`config.mk`:
```
export PLATFORM = sky130hd
export DESIGN_NAME = agc_alu_seq
export DESIGN_NICKNAME = d
export VERILOG_FILES = /design/src/rtl/agc_alu_pkg.sv /design/src/rtl/ones_comp_add_sub.sv /design/src/rtl/agc_alu_seq.sv
export SDC_FILE = /design/constraint.sdc
export NUM_CORES = 1
export LEC_CHECK = 0
export BUFFER_PORTS_ARGS = -buffer_cell sky130_fd_sc_hd__buf_2
export CORE_MARGIN = 2
export CORE_UTILIZATION = 40
export CTS_CLUSTER_DIAMETER = 50
export DETAILED_ROUTE_END_ITERATION = 10
export PLACE_DENSITY = 0.56
export SLEW_MARGIN = 20
export SYNTH_ARGS = -nofsm -noshare
export SYNTH_HDL_FRONTEND = slang
export SYNTH_HIERARCHICAL = 1
export SYNTH_SLANG_ARGS = --single-unit
```
`constraint.sdc`:
```
create_clock -name clk -period 7.85 [get_ports clk]
set_input_delay 0.3925 -clock clk [delete_from_list [all_inputs] [get_ports clk]]
set_output_delay 0.3925 -clock clk [all_outputs]
set_load 0.005 [all_outputs]
```
`src/rtl/agc_alu_pkg.sv`:
```
// Shared types and constants for the AGC-style one's-complement ALU sequencer.
package agc_alu_pkg;

    localparam int NUM_BIT_DEFAULT = 15;

    // Shift-add iterations for the default width: one per magnitude bit.
    localparam int MUL_ITER = NUM_BIT_DEFAULT - 1;

    typedef enum logic [1:0] {
        OP_ADD  = 2'd0,
        OP_SUB  = 2'd1,
        OP_MUL  = 2'd2,
        OP_RSVD = 2'd3
    } alu_op_t;

    typedef enum logic [1:0] {
        ST_IDLE = 2'd0,
        ST_MUL  = 2'd1,
        ST_FIX  = 2'd2,
        ST_DONE = 2'd3
    } alu_state_t;

    function automatic int cnt_width(input int iter);
        return (iter > 1) ? $clog2(iter) : 1;
    endfunction

endpackage

```
`src/rtl/ones_comp_add_sub.sv`:
```
// Combinational one's-complement adder/subtractor with end-around carry.
module ones_comp_add_sub #(
    parameter int NUM_BIT = 15
) (
    input  logic [NUM_BIT-1:0] a,
    input  logic [NUM_BIT-1:0] b,
    input  logic               sub,
    output logic [NUM_BIT-1:0] sum
);

    logic [NUM_BIT-1:0] b_eff;
    logic [NUM_BIT:0]   raw;

    // Subtraction is addition of the bitwise complement in one's complement.
    generate
        for (genvar gi = 0; gi < NUM_BIT; gi++) begin : g_inv
            assign b_eff[gi] = b[gi] ^ sub;
        end
    endgenerate

    assign raw = {1'b0, a} + {1'b0, b_eff};
    // A carry-out never ripples again: with a carry the low word is at most all-ones minus one.
    assign sum = raw[NUM_BIT-1:0] + {{(NUM_BIT-1){1'b0}}, raw[NUM_BIT]};

endmodule

```
`src/rtl/agc_alu_seq.sv`:
```
// One's-complement ALU: single-cycle ADD/SUB, sequential shift-add MUL, valid/ready handshakes.
module agc_alu_seq
    import agc_alu_pkg::*;
#(
    parameter int NUM_BIT = NUM_BIT_DEFAULT
) (
    input  logic                 clk,
    input  logic                 rst_n,
    input  logic                 clear,
    input  logic                 req_valid,
    output logic                 req_ready,
    input  logic [1:0]           op,
    input  logic [NUM_BIT-1:0]   x,
    input  logic [NUM_BIT-1:0]   y,
    output logic                 resp_valid,
    input  logic                 resp_ready,
    output logic [2*NUM_BIT-1:0] result,
    output logic                 busy
);

    localparam int MAG_W = NUM_BIT - 1;
    localparam int ITER  = NUM_BIT - 1;
    localparam int CNT_W = cnt_width(ITER);
    localparam logic [CNT_W-1:0] CNT_LAST = CNT_W'(ITER - 1);

    alu_state_t           state_reg;
    logic [NUM_BIT-1:0]   acc_reg;
    logic [MAG_W-1:0]     mq_reg;
    logic [MAG_W-1:0]     x_mag_reg;
    logic [CNT_W-1:0]     cnt_reg;
    logic                 sign_reg;
    logic [2*NUM_BIT-1:0] result_reg;
    logic                 resp_valid_reg;
    logic                 ready_reg;
    logic                 busy_reg;

    alu_op_t              op_t;
    logic                 accept;
    logic [NUM_BIT-1:0]   addsub_sum;
    logic [MAG_W-1:0]     x_mag;
    logic [MAG_W-1:0]     y_mag;
    logic [NUM_BIT-1:0]   acc_sum;
    logic [2*NUM_BIT-1:0] mag;

    assign op_t   = alu_op_t'(op);
    assign accept = req_valid && req_ready;

    ones_comp_add_sub #(.NUM_BIT(NUM_BIT)) u_add_sub (
        .a   (x),
        .b   (y),
        .sub (op_t == OP_SUB),
        .sum (addsub_sum)
    );

    assign x_mag   = x[NUM_BIT-1] ? ~x[MAG_W-1:0] : x[MAG_W-1:0];
    assign y_mag   = y[NUM_BIT-1] ? ~y[MAG_W-1:0] : y[MAG_W-1:0];
    assign acc_sum = acc_reg + (mq_reg[0] ? {1'b0, x_mag_reg} : {NUM_BIT{1'b0}});
    assign mag     = {2'b00, acc_reg[MAG_W-1:0], mq_reg};

    always_ff @(posedge clk or negedge rst_n) begin
        if (!rst_n) begin
            state_reg      <= ST_IDLE;
            acc_reg        <= '0;
            mq_reg         <= '0;
            x_mag_reg      <= '0;
            cnt_reg        <= '0;
            sign_reg       <= 1'b0;
            result_reg     <= '0;
            resp_valid_reg <= 1'b0;
            ready_reg      <= 1'b0;
            busy_reg       <= 1'b0;
        end else if (clear) begin
            state_reg      <= ST_IDLE;
            acc_reg        <= '0;
            mq_reg         <= '0;
            cnt_reg        <= '0;
            sign_reg       <= 1'b0;
            result_reg     <= '0;
            resp_valid_reg <= 1'b0;
            ready_reg      <= 1'b1;
            busy_reg       <= 1'b0;
        end else begin
            case (state_reg)
                ST_IDLE: begin
                    ready_reg <= 1'b1;
                    if (accept) begin
                        ready_reg <= 1'b0;
                        busy_reg  <= 1'b1;
                        case (op_t)
                            OP_MUL: begin
                                sign_reg  <= x[NUM_BIT-1] ^ y[NUM_BIT-1];
                                acc_reg   <= '0;
                                mq_reg    <= y_mag;
                                x_mag_reg <= x_mag;
                                cnt_reg   <= '0;
                                state_reg <= ST_MUL;
                            end
                            OP_RSVD: begin
                                result_reg     <= '0;
                                resp_valid_reg <= 1'b1;
                                state_reg      <= ST_DONE;
                            end
                            default: begin
                                result_reg     <= {{NUM_BIT{addsub_sum[NUM_BIT-1]}}, addsub_sum};
                                resp_valid_reg <= 1'b1;
                                state_reg      <= ST_DONE;
                            end
                        endcase
                    end
                end
                ST_MUL: begin
                    // Add-then-shift: the sum's LSB drops into the top of the multiplier register.
                    acc_reg <= {1'b0, acc_sum[NUM_BIT-1:1]};
                    mq_reg  <= {acc_sum[0], mq_reg[MAG_W-1:1]};
                    if (cnt_reg == CNT_LAST) begin
                        cnt_reg   <= '0;
                        state_reg <= ST_FIX;
                    end else begin
                        cnt_reg <= cnt_reg + CNT_W'(1);
                    end
                end
                ST_FIX: begin
                    // Zero products are always reported as +0, never -0.
                    if (mag == '0)
                        result_reg <= '0;
                    else
                        result_reg <= sign_reg ? ~mag : mag;
                    resp_valid_reg <= 1'b1;
                    state_reg      <= ST_DONE;
                end
                ST_DONE: begin
                    if (resp_ready) begin
                        resp_valid_reg <= 1'b0;
                        ready_reg      <= 1'b1;
                        busy_reg       <= 1'b0;
                        state_reg      <= ST_IDLE;
                    end
                end
                default: begin
                    state_reg <= ST_IDLE;
                end
            endcase
        end
    end

    // The synchronous abort also blocks acceptance in the cycle it is raised.
    assign req_ready  = ready_reg && !clear;
    assign busy       = busy_reg;
    assign resp_valid = resp_valid_reg;
    assign result     = result_reg;

endmodule

```
### After elaboration in Yosys (flattened, before gate mapping)

Cells that the tools add are included.

| word-level totals | value |
|---|---|
| flip-flop bits (word level) | 83 |
| memories | 0 |
| word-level logic and storage cells | 110 |
| output and inout bits | 33 |
| latch bits | 0 |
| memory bits (writable) | 0 |
| bits of input ports | 37 |
| ROM bits | 0 |

| cells by class | value |
|---|---|
| divide/modulo/power cells | 0 |
| reductions and logical operators | 20 |
| eq/ne operators | 12 |
| multipliers | 0 |
| muxes and demuxes | 44 |
| bitwise gates (word level) | 20 |
| $lt $le $gt $ge | 0 |
| shifts and indexed selects | 0 |
| $add $sub $neg | 4 |

Operator list:

| cell | number |
|---|---|
| 2-to-1 mux 30 bit | 4 |
| case mux 30 bit (2 select lines) | 2 |
| 2-to-1 mux 14 bit | 6 |
| 2-to-1 mux 15 bit | 3 |
| zero test 30 bit | 1 |
| NOT 28 -> 30 bit | 1 |
| case mux 15 bit (2 select lines) | 1 |
| NOT 14 bit | 2 |
| case mux 14 bit (2 select lines) | 1 |
| adder 15 x 15 -> 16 bit | 1 |
| 2-to-1 mux 4 bit | 4 |
| XOR 1 bit | 16 |
| adder 15 x 1 -> 15 bit | 1 |
| adder 15 x 14 -> 15 bit | 1 |
| AND reduction 3 bit | 5 |
| 2-to-1 mux 1 bit | 13 |
| inequality test 3 bit (second input constant) | 4 |
| 2-to-1 mux 2 bit | 5 |
| nonzero test 3 bit | 3 |
| == test 2 bit (second input constant) | 4 |
| case mux 2 bit (4 select lines) | 1 |
| case mux 4 bit (2 select lines) | 1 |
| AND reduction 4 bit | 2 |
| nonzero test 2 bit | 3 |
| other kinds (12) | 15 |

### Depth between registers and ports, before layout

| depth | value |
|---|---|
| word-level depth | 8 |
| depth in mapped cells | 22 |
| mapped depth without buffers | 18 |

### Hierarchy

Netlist, hierarchy kept.

Modules (own cells, without submodules):

| module | cells an instance | seq. area each (µm²) | area each (µm²) | instances |
|---|---|---|---|---|
| agc_alu_seq | 526 | 2026.9 | 4997.3 | 1 |
| ones_comp_add_sub | 158 | 0.0 | 1214.9 | 1 |

### Worst setup path before layout

No wires, ideal clock.

| path | value |
|---|---|
| path type | input port to flip-flop |
| start point | input port op[0] |
| end point | register result_reg[19], in the netlist result[19] |
| required time | 7.785 ns |
| path buffers | 3 |
| arrival | 4.566 ns |
| cell stages on the path | 21 |
| slack | 3.219 ns |
| library setup time | 0.065 ns |
| cells stage by stage | nor2b_1 > clkbuf_1 > buf_1 > xor2_1 > ha_1 > o21a_1 > and3_1 > a2111oi_2 > a21oi_1 > a21o_1 > a21o_1 > ha_1 > ha_1 > o21ai_1 > nor4_2 > nand4_1 > xnor2_1 > a21oi_1 > nor4_4 > buf_4 > a22o_1 |

| between the ends | value |
|---|---|
| word-level cells in the longest chain between the ends | 8 |
| elaborated cells on any way between the ends | 26 |
| those cells by class | add/sub: 2; eq/ne: 4; mux: 4; bitwise: 15; reduce/logical: 1 |

RTL lines:

| what | RTL line | source |
|---|---|---|
| from (decl) | agc_alu_seq.sv:12 | `input logic [1:0] op,` |
| == test 2 x 1 -> 1 bit (*) | agc_alu_seq.sv:51 | `.sub (op_t == OP_SUB),` |
| XOR 1 bit | ones_comp_add_sub.sv:17 | `assign b_eff[gi] = b[gi] ^ sub;` |
| adder 15 x 15 -> 16 bit (*) | ones_comp_add_sub.sv:21 | `assign raw = {1'b0, a} + {1'b0, b_eff};` |
| adder 15 x 1 -> 15 bit (*) | ones_comp_add_sub.sv:23 | `assign sum = raw[NUM_BIT-1:0] + {{(NUM_BIT-1){1'b0}}, raw[NUM_BIT]};` |
| named net addsub_sum[14] | agc_alu_seq.sv:39 | `logic [NUM_BIT-1:0] addsub_sum;` |
| case mux 30 bit (2 select lines) (*) | agc_alu_seq.sv:89 | `case (op_t)` |
| 2-to-1 mux 30 bit (*) | agc_alu_seq.sv:86 | `if (accept) begin` |
| case mux 30 bit (2 select lines) (*) | agc_alu_seq.sv:83 | `case (state_reg)` |
| 2-to-1 mux 30 bit (*) | agc_alu_seq.sv:72 | `end else if (clear) begin` |
| to (signal assigned) | agc_alu_seq.sv:104 | `result_reg <= {{NUM_BIT{addsub_sum[NUM_BIT-1]}}, addsub_sum};` |
| to (signal assigned) | agc_alu_seq.sv:127 | `result_reg <= sign_reg ? ~mag : mag;` |
| to (decl) | agc_alu_seq.sv:32 | `logic [2*NUM_BIT-1:0] result_reg;` |

The timed path passes the listed nets; every way through them passes the cells marked *. The select of a mux whose other input is x is not followed.
A chain may end at the register's enable or synchronous reset.

### Final worst setup path

| path | value |
|---|---|
| start point | input port op[0] |
| end point | register result_reg[15], in the netlist result[15] |

Same word-level chain as after synthesis.

==> out/metrics.cfg <==
[layout]
antenna_cells=0
final_cell_area_sq_um=6930
nets=802
synthToLayoutAreaGrowth_pct=11.5
drive_gt1_share_pct=16.6
instances_no_fill=919
utilization_pct=45.6
largest_reg_flops=29

[grt]
grt_pass1_wl_microns=25400
antenna_found_initial=0
grt_max_degree=82
overflow=0
grt_usage_pct=19.7
grt_pass1_vias=4755

[place]
dpl_worst_slack_ps=2180
port_buffers=69
hpwlAfterDp_microns=12000
post_dp_cell_area_sq_um=6610
gp_congestion=0.846
dpl.cell_count=903

[floorplan]
die-area_sq_um=16500
die_y_microns=129
die_width_microns=129
row_count=45
io_pins=70
start_util_pct=40.9
core_sq_um=15200

[logic_synthesis]
netlist_instances=684
synth_area_per_cell_sq_um=9.08
synth_top_area_share_pct=32.6
ys.warnings.count=6
yosys.area.top_type=dfrtp_1
synth-async-reset-ratio_pct=100
synth.area.top_cells=dfrtp_1, xnor2_1, ha_1
synth_area_sq_um=6210
syn-num-nets=760
synth_edf_count=0
synth_seq_area_share_pct=32.6
yosysUniqueCellTypes=63
synthFlopType=dfrtp_1
synth-seq-cells=81

[route]
vias_per_cell=5.53
ant_nets=0
dr.pass1.iters=5
via_count=5081
drc_errors=0
totalWireLength_microns=15800
wl_per_cell_microns=17.2
drt_iter0_drc=344

[timing]
final.setup.worst_slack_ps=2390
period_share_pct=69.5
max_freq_ghz=0.183
finalSetupViolCount=0
skew_ps=6.40
worst_pin_slew_ps=1180
finalCriticalPeriod_ps=5460
hold_slack_ps=80.8
tns_ps=0
hold_viol_final=0
relSlewSlack_pct=21.2
drv_slew=0
rsz0062_at_grt=no

[clocking]
tritoncts=done
path_clk_slew_ps=60
holdBufCountCts=0
insertion_delay_ps=350
postCtsSetupBuffers=0
clockRootBuffer=clkbuf_16
cts_buffers=9
cts_sinks=81
clk_path_buf_depth=2
htree_levels=3
cts_resized=0

[setup_path]
crit_path_start_kind=input port
ff2ff_setup_slack_ps=4960
cp-end-kind=flop
cp_max_fo=15
crit_type=in2reg
arrival_ps=5740
cp.required_ps=8140

[power_and_ir_drop]
peakVddDrop_mv=0.129
power_mw=2.00
p_per_area_nw_per_um2=289
leakagePower_nw=3.11

[status]
status=complete, no violations

[hold_path]
hold_class=in2async

[job]
drv_cap=0

## final timing paths
| kind | start | end | cells after the start |
|---|---|---|---|
| worst min-delay path | rst_n | result[27] | 1 |
| min in group clk | x[13] | x_mag_reg[13] | 3 |
| worst max-delay path | op[0] | result[15] | 19 |
| max in group asynchronous | rst_n | result[7] | 1 |
| worst min register to register | result[2] | result[2] | 1 |
| worst max register to register | mq_reg[0] | acc_reg[11] | 9 |
## cells in the mapped netlist (all sizes together), types with 6 or more instances
cell    count
xnor2      77
nand2      56
o31ai      19
a22o       41
and3        8
dfrtp      81
nor4       10
a21oi      63
a21o       11
nand3      10
nor2b       6
nor2       50
ha         37
clkbuf     13
buf        28
o21ai      51
and2       15
nor3        8
inv        17
xor2       30
nand2b      6
## critical path: stages
cell and delay [ps]:
buf_2 140, nor2b_2 940, xor2_1 210, ha_1 460, o211ai_1 160, o211ai_2 280, a2111oi_2 140, a21oi_1 240
a21o_1 150, a21o_1 140, ha_1 170, ha_1 190, o21ai_1 150, nor4_2 530, nand4_1 190, xnor2_1 230
a21oi_1 140, nor4_4 650, a22o_1 240
## power breakdown
part	internal (mW)	switching [mW]	leakage (nW)
sequential	0.552	0.126	1.06
combinational	0.368	0.516	1.90
clock	0.256	0.183	0.149
total	1.18	0.824	3.11
## cell usage in the layout (no fill, tap or decap), types with 3 or more instances in the layout
cell / count
o21ai_0: 35
o21ai_1: 15
o21a_1: 5
inv_1: 17
a21o_1: 11
ha_1: 37
nor2_1: 46
buf_4: 3
and3_1: 8
a21oi_1: 60
and2_1: 15
a21oi_2: 3
nor3_1: 6
buf_2: 68
nand2b_1: 6
nor4_1: 3
nor4_2: 4
a22o_1: 41
nor4_4: 3
dfrtp_1: 81
o211ai_1: 3
xor2_1: 30
o31ai_1: 19
nand3_1: 10
a211oi_1: 4
clkbuf_16: 9
a31oi_1: 3
xnor2_1: 77
nand2_1: 55
nor2b_1: 4
## logic make-up (layout without fill, tap and decap cells)
group / after synthesis / count (layout) / synth area share (%)
fa+ha+maj: 39 / 39 / 8.10
simple gates: 180 / 180 / 15.5
buf+inv: 58 / 105 / 4.47
mux: 2 / 2 / 0.363
xor+xnor: 107 / 107 / 15.1
compound gates: 217 / 217 / 23.8
flops: 81 / 81 / 32.6
## routing by layer
| layer | vias to the layer above | global-route usage [%] | share of wire, % |
|---|---|---|---|
| met5 | - | 0 | 0 |
| met4 | 0 | 6.20 | 1.8 |
| met3 | 18 | 3.41 | 4.2 |
| met2 | 107 | 28.4 | 42 |
| met1 | 2438 | 29.9 | 51 |
| li1 | 2518 | - | - |
## area by class of cell
class / count / area, sq um
flip-flops and latches: 81 / 2030
clock inverters: 6 / 65.1
inverters: 17 / 63.8
fillers: 1484 / 8280
multi-input cells: 545 / 3920
well taps: 188 / 235
repair buffers: 72 / 374
clock buffers: 10 / 239
Power figures use the tool's default switching activity.
